==> config.mk <==
export PLATFORM = sky130hd
export DESIGN_NAME = axi_lite_arbiter
export DESIGN_NICKNAME = d
export VERILOG_FILES = /design/src/rtl/axi_lite_arbiter.sv
export SDC_FILE = /design/constraint.sdc
export NUM_CORES = 1
export LEC_CHECK = 0
export BUFFER_PORTS_ARGS = -buffer_cell sky130_fd_sc_hd__buf_2
export CAP_MARGIN = 10
export CORE_AREA = 2 2 142 144
export CTS_BUF_LIST = sky130_fd_sc_hd__clkbuf_4
export DETAILED_ROUTE_END_ITERATION = 10
export DIE_AREA = 0 0 144 146
export PLACE_DENSITY = 0.36
export SLEW_MARGIN = 10
export SYNTH_ARGS = -nofsm -noshare
export SYNTH_HDL_FRONTEND = slang
export SYNTH_SLANG_ARGS = --single-unit
==> constraint.sdc <==
create_clock -name clk_i -period 1.5 [get_ports clk_i]
set_input_delay 0.225 -clock clk_i [delete_from_list [all_inputs] [get_ports clk_i]]
set_output_delay 0.225 -clock clk_i [all_outputs]
set_load 0.02 [all_outputs]
==> src/rtl/axi_lite_arbiter.sv <==
// axi_lite_arbiter: round-robin 2:1 AXI-lite arbiter (IFU read-only, LSU read/write) in front of one slave
module axi_lite_arbiter #(
  parameter int ADDR_W = 32,
  parameter int DATA_W = 32
) (
  input  logic                clk_i,
  input  logic                rst_i,
  input  logic                m0_ar_valid_i,
  input  logic [ADDR_W-1:0]   m0_ar_addr_i,
  output logic                m0_ar_ready_o,
  output logic                m0_r_valid_o,
  output logic [DATA_W-1:0]   m0_r_data_o,
  output logic [1:0]          m0_r_resp_o,
  input  logic                m0_r_ready_i,
  input  logic                m1_ar_valid_i,
  input  logic [ADDR_W-1:0]   m1_ar_addr_i,
  output logic                m1_ar_ready_o,
  output logic                m1_r_valid_o,
  output logic [DATA_W-1:0]   m1_r_data_o,
  output logic [1:0]          m1_r_resp_o,
  input  logic                m1_r_ready_i,
  input  logic                m1_aw_valid_i,
  input  logic [ADDR_W-1:0]   m1_aw_addr_i,
  output logic                m1_aw_ready_o,
  input  logic                m1_w_valid_i,
  input  logic [DATA_W-1:0]   m1_w_data_i,
  input  logic [DATA_W/8-1:0] m1_w_strb_i,
  output logic                m1_w_ready_o,
  output logic                m1_b_valid_o,
  output logic [1:0]          m1_b_resp_o,
  input  logic                m1_b_ready_i,
  output logic                s_ar_valid_o,
  output logic [ADDR_W-1:0]   s_ar_addr_o,
  input  logic                s_ar_ready_i,
  input  logic                s_r_valid_i,
  input  logic [DATA_W-1:0]   s_r_data_i,
  input  logic [1:0]          s_r_resp_i,
  output logic                s_r_ready_o,
  output logic                s_aw_valid_o,
  output logic [ADDR_W-1:0]   s_aw_addr_o,
  input  logic                s_aw_ready_i,
  output logic                s_w_valid_o,
  output logic [DATA_W-1:0]   s_w_data_o,
  output logic [DATA_W/8-1:0] s_w_strb_o,
  input  logic                s_w_ready_i,
  input  logic                s_b_valid_i,
  input  logic [1:0]          s_b_resp_i,
  output logic                s_b_ready_o
);
  typedef enum logic [3:0] {
    IDLE      = 4'b0001,
    GNT_M0_RD = 4'b0010,
    GNT_M1_RD = 4'b0100,
    GNT_M1_WR = 4'b1000
  } state_t;
  state_t r_state;
  logic   r_last;
  logic   w_g0, w_g1r, w_g1w, w_req0, w_req1, w_pick0;
  assign w_g0    = r_state == GNT_M0_RD;
  assign w_g1r   = r_state == GNT_M1_RD;
  assign w_g1w   = r_state == GNT_M1_WR;
  assign w_req0  = m0_ar_valid_i;
  assign w_req1  = m1_ar_valid_i | m1_aw_valid_i;
  // r_last high means M1 was granted last, so M0 wins a tie
  assign w_pick0 = w_req0 & (~w_req1 | r_last);
  always_ff @(posedge clk_i)
    if (rst_i) begin
      r_state <= IDLE;
      r_last  <= 1'b1;
    end else
      case (r_state)
        IDLE: if (w_req0 | w_req1) begin
          r_state <= w_pick0 ? GNT_M0_RD : m1_ar_valid_i ? GNT_M1_RD : GNT_M1_WR;
          r_last  <= ~w_pick0;
        end
        GNT_M0_RD: if (s_r_valid_i & m0_r_ready_i) r_state <= IDLE;
        GNT_M1_RD: if (s_r_valid_i & m1_r_ready_i) r_state <= IDLE;
        GNT_M1_WR: if (s_b_valid_i & m1_b_ready_i) r_state <= IDLE;
        default:   r_state <= IDLE;
      endcase
  assign s_ar_valid_o  = (w_g0 & m0_ar_valid_i) | (w_g1r & m1_ar_valid_i);
  assign s_ar_addr_o   = w_g1r ? m1_ar_addr_i : m0_ar_addr_i;
  assign s_r_ready_o   = (w_g0 & m0_r_ready_i) | (w_g1r & m1_r_ready_i);
  assign s_aw_valid_o  = w_g1w & m1_aw_valid_i;
  assign s_aw_addr_o   = m1_aw_addr_i;
  assign s_w_valid_o   = w_g1w & m1_w_valid_i;
  assign s_w_data_o    = m1_w_data_i;
  assign s_w_strb_o    = m1_w_strb_i;
  assign s_b_ready_o   = w_g1w & m1_b_ready_i;
  assign m0_ar_ready_o = w_g0 & s_ar_ready_i;
  assign m0_r_valid_o  = w_g0 & s_r_valid_i;
  assign m0_r_data_o   = s_r_data_i;
  assign m0_r_resp_o   = s_r_resp_i;
  assign m1_ar_ready_o = w_g1r & s_ar_ready_i;
  assign m1_r_valid_o  = w_g1r & s_r_valid_i;
  assign m1_r_data_o   = s_r_data_i;
  assign m1_r_resp_o   = s_r_resp_i;
  assign m1_aw_ready_o = w_g1w & s_aw_ready_i;
  assign m1_w_ready_o  = w_g1w & s_w_ready_i;
  assign m1_b_valid_o  = w_g1w & s_b_valid_i;
  assign m1_b_resp_o   = s_b_resp_i;
endmodule

* Word level (Yosys, flattened, before mapping)
Cells that the tools add are included.
** Storage, ports and cells
- Bits in registers :: 5
- Bits in latches :: 0
- RAM bits :: 0
- ROM bits :: 0
- Input bits :: 182
- Word-level logic and storage cells :: 45
- Memories kept :: 0
** Operators by class
- $add $sub $neg :: 0
- $mul :: 0
- Divide/modulo/power cells :: 0
- Magnitude comparators :: 0
- Equality and inequality tests :: 8
- Shift operators :: 0
- Multiplexer cells :: 8
- Bitwise operators :: 25
- Reductions and logical operators :: 2
** Operator list (number)
- 2-to-1 mux 32 bit :: 1
- 2-to-1 mux 4 bit :: 6
- AND 1 bit :: 18
- one-hot mux 4 bit (4 select lines) :: 1
- inequality test 2 x 1 -> 1 bit, second input constant :: 3
- bitwise OR 1 bit :: 5
- equality test 4 x 1 -> 1 bit, second input constant :: 1
- equality test 4 x 2 -> 1 bit, second input constant :: 1
- equality test 4 x 3 -> 1 bit, second input constant :: 1
- equality test 4 bit, second input constant :: 1
- AND reduction 4 bit :: 1
- inequality test 2 bit, second input constant :: 1
- NOT 1 bit :: 2
- AND reduction 2 bit :: 1

* Logic depth before layout (Yosys ltp)
- Depth in word-level cells :: 7
- Depth in mapped cells :: 5
- Depth with buffers taken out :: 3

* Least setup slack after synthesis
Ideal clock, no wire load.
- Path type :: flip-flop to output port
- From :: reg r_state[2]
- To :: out s_ar_addr_o[16]
- Data arrival time :: 1.412 ns
- Slack :: -0.137 ns
- Stages on the path, launching flop included :: 5
- Buffers on the path :: 2
- Cell sequence :: dfxtp_1 nor4b_2 buf_4 buf_6 mux2_1
** On the way
- Longest elaborated chain between the ends :: 2
** Ends and longest elaborated chain
- start, declared :: line 56 : state_t r_state;
- start signal, assigned :: line 73 : r_state <= w_pick0 ? GNT_M0_RD : m1_ar_valid_i ? GNT_M1_RD : GNT_M1_WR;
- equality test 4 x 3 -> 1 bit :: line 60 : assign w_g1r = r_state == GNT_M1_RD;
- 2-to-1 mux 32 bit :: line 82 : assign s_ar_addr_o = w_g1r ? m1_ar_addr_i : m0_ar_addr_i;
- end, declared :: line 33 : output logic [ADDR_W-1:0] s_ar_addr_o,
Every way passes these cells.

* Worst setup path after layout
- From :: reg r_state[3]
- To :: out s_ar_addr_o[18]
The elaborated chain is that of the path after synthesis.

==> flow_summary.toml <==
[synthesis]
synth.most_common_cell = "buf_4"
ys_types = 21
syn_nets = 400
synth-edff-count = 0
syn_avg_cell_area_um2 = 8.35
synth_top_area_share = 0.573
synthCells = 218
seq_area_frac_synth = 0.0550
netlist_top_cells_count = "139 x buf_4, 17 x mux2_2, 15 x mux2_1"
ys_ff_latch = 5
synth_area_um2 = 1820
synth_flop_cell = "dfxtp_1"
async_reset_ff_frac = 0
synth_area_leaders = "buf_4 57%, mux2_2 11%, mux2_1 9.3%, dfxtp_1 5.5%, and2_1 3.4%"
ys_warn_count = 0
synth_area_leader_cell = "buf_4"

[power]
powerDensity_nw_per_um2 = 467
pwr-share-clk = 0.167
power_frac_comb = 0.662
p_int_uw = 669
ir_drop_mv = 0.130
swShare = 0.361
p_total_uw = 1050
seq_power_share = 0.171
p_leak_uw = 0.00100
switchingPower_uw = 378

[global_routing]
grt.met2_usage = 0.108
grt-ovfl-total = 0
grt_max_degree = 14
grt.busiest_layer = "met2"
grt_pass1_vias = 1361
grtUsageTotal = 0.0535
global_route.usage.met1 = 0.0380
met3_usage = 0.0257
grt_pass1_wl_um = 8250
antenna_found_initial = 0

[timing]
fmax_mhz = 522
drv_slew = 0
layout_setup_ws_ns = -0.417
worst_pin_slew_ns = 0.281
rsz0062_at_grt = "yes"
setup_violations = 44
maxSlewHeadroom = 0.811
layout_min_cycle_time_ns = 1.92
hold_viol = 0
fin_crit_sh = 1.28
clock_skew_ns = 0.00763

[route]
drt_iter0_drc = 18
vias = 1328
vias_per_cell = 2.74
wl_per_cell_um = 12.8
antenna_left = 0
wl_um = 6210
drc = 0
drt_first_pass_iters = 2

[clocking]
cts_tree = "built"
clkSinkCount = 5
cts_root_buf = "clkbuf_4"
clk_latency_ns = 0.24
cts_max_level = 1
cts.hold.buffers_added = 0
cts_buffers = 3
clk_pin_slew_ns = 0.05
cts_buffer_depth = 2

[placement]
dpl-instance-area_um2 = 1840
dp_cells = 472
io_buffers = 121
dp_hpwl_um = 5300
place_ws_ns = -0.237
gp_congestion = 0.688

[critical_path]
cp.required_ns = 1.27
worstPathArrival_ns = 1.69
worst-path-max-fanout = 5
crit_path_start_kind = "flip-flop"
cp-end-kind = "primary output"
critPathKind = "flip-flop to primary output"

[floorplan]
coreArea_um2 = 19300
die_x_um = 144
die_h_um = 146
io_pins = 364
initial_core_util = 0.0942
die_area_um2 = 21000
num_rows = 51

[outcome]
status = "finished, violations left"
violations = "setup timing"

[final_layout]
register_area_um2 = 108
syn2layout_area_growth_pct = 23.2
multi_input_area_um2 = 762
n_antenna_cell = 0
postLayoutCellArea_um2 = 2240
num-fill-cells = 2223
post-route-util = 0.116
finalNonFillerCells = 484
layout-drive-gt1-share = 0.890
fin_nets = 402

[job]
drv_cap = 0

[min_path]
worstHoldPathType = "input pin to flip-flop"
==> final timing paths <==
path,from,end,slack (ns),depth (start not counted)
max,r_state[3],s_ar_addr_o[18],-0.42,6
min,rst_i,r_state[2],0.21,2
max reg2reg,r_state[3],r_state[3],0.10,6
min reg2reg,r_last,r_last,0.53,2
==> repair_timing <==
item | CTS | global route
cloned | 2 | 0
gates resized for setup | 64 | 18
pin swaps | 6 | 9
setup endpoints to repair | 44 | 47
buffers inserted | 4 | 4
==> critical path, stage by stage (launching register included) <==
cell and delay [ns]:
dfxtp_2 0.33, nor4b_4 0.28, buf_6 0.17, buf_12 0.12
buf_16 0.12, mux2_4 0.30, buf_6 0.13
==> routing by layer <==
metal / vias to the layer above / part of all wire
met3: 40 / 0.12
met2: 115 / 0.57
li1: 583 / -
met5: - / 0
met1: 590 / 0.25
met4: 0 / 0.049
==> layout make-up <==
class / count / share of cell area
Multi-Input combinational cell: 70 / 0.340
Tap cell: 265 / 0.148
Inverter: 1 / 0.00167
Sequential cell: 5 / 0.0480
Timing Repair Buffer: 139 / 0.450
Clock buffer: 4 / 0.0134
==> registers in the layout, indices dropped and copies added (netlist names) <==
register / cells
r_last: 1
r_state: 4
==> cell families (layout without fill, tap and decap cells) <==
logic type	after synthesis	after routing	synth area share
AND/OR/NAND/NOR	24	24	0.0990
buffers and inverters	143	144	0.590
flip-flops	5	5	0.0550
AO/OA/AOI/OAI	14	14	0.0577
multiplexers	32	32	0.198
==> power by group through the flow <==
stage | Sequential (uW) | Clock [uW] | Combinational [uW]
after global routing | 181 | 192 | 741
final | 179 | 175 | 693
after global placement | 176 | 0 | 552
after CTS | 178 | 177 | 661
after detailed placement | 177 | 0 | 560
after floorplan | 189 | 0 | 846
==> cell usage in the layout, fill, tap and decap left out <==
cell type | netlist | final
buf_2 | 1 | 93
buf_6 | 2 | 32
mux2_2 | 17 | 17
mux2_4 | 0 | 15
and2_4 | 0 | 10
buf_4 | 139 | 9
nand2_1 | 5 | 5
nor4b_4 | 1 | 4
clkbuf_4 | 0 | 4
a22o_1 | 4 | 3
a21oi_1 | 3 | 3
buf_12 | 0 | 3
dfxtp_2 | 0 | 3
nand3b_1 | 2 | 2
o31ai_1 | 2 | 2
o211ai_1 | 2 | 2
a21o_1 | 2 | 2
buf_16 | 0 | 2
a22o_4 | 0 | 1
o21ba_2 | 1 | 1
nor3_1 | 1 | 1
inv_1 | 1 | 1
nor2_1 | 1 | 1
or3_1 | 1 | 1
dfxtp_1 | 5 | 1
dfxtp_4 | 0 | 1
==> through the flow <==
stage / setup TNS (ns) / hold WS (ns)
3_3_place_gp: -5.13 / 0.450
5_1_grt: -16.81 / 0.219
3_5_place_dp: -5.88 / 0.450
4_1_cts: -14.79 / 0.205
2_1_floorplan: -0.486 / 0.284
6_report: -14.34 / 0.214
Note: power is estimated with default switching activity, not from simulation.
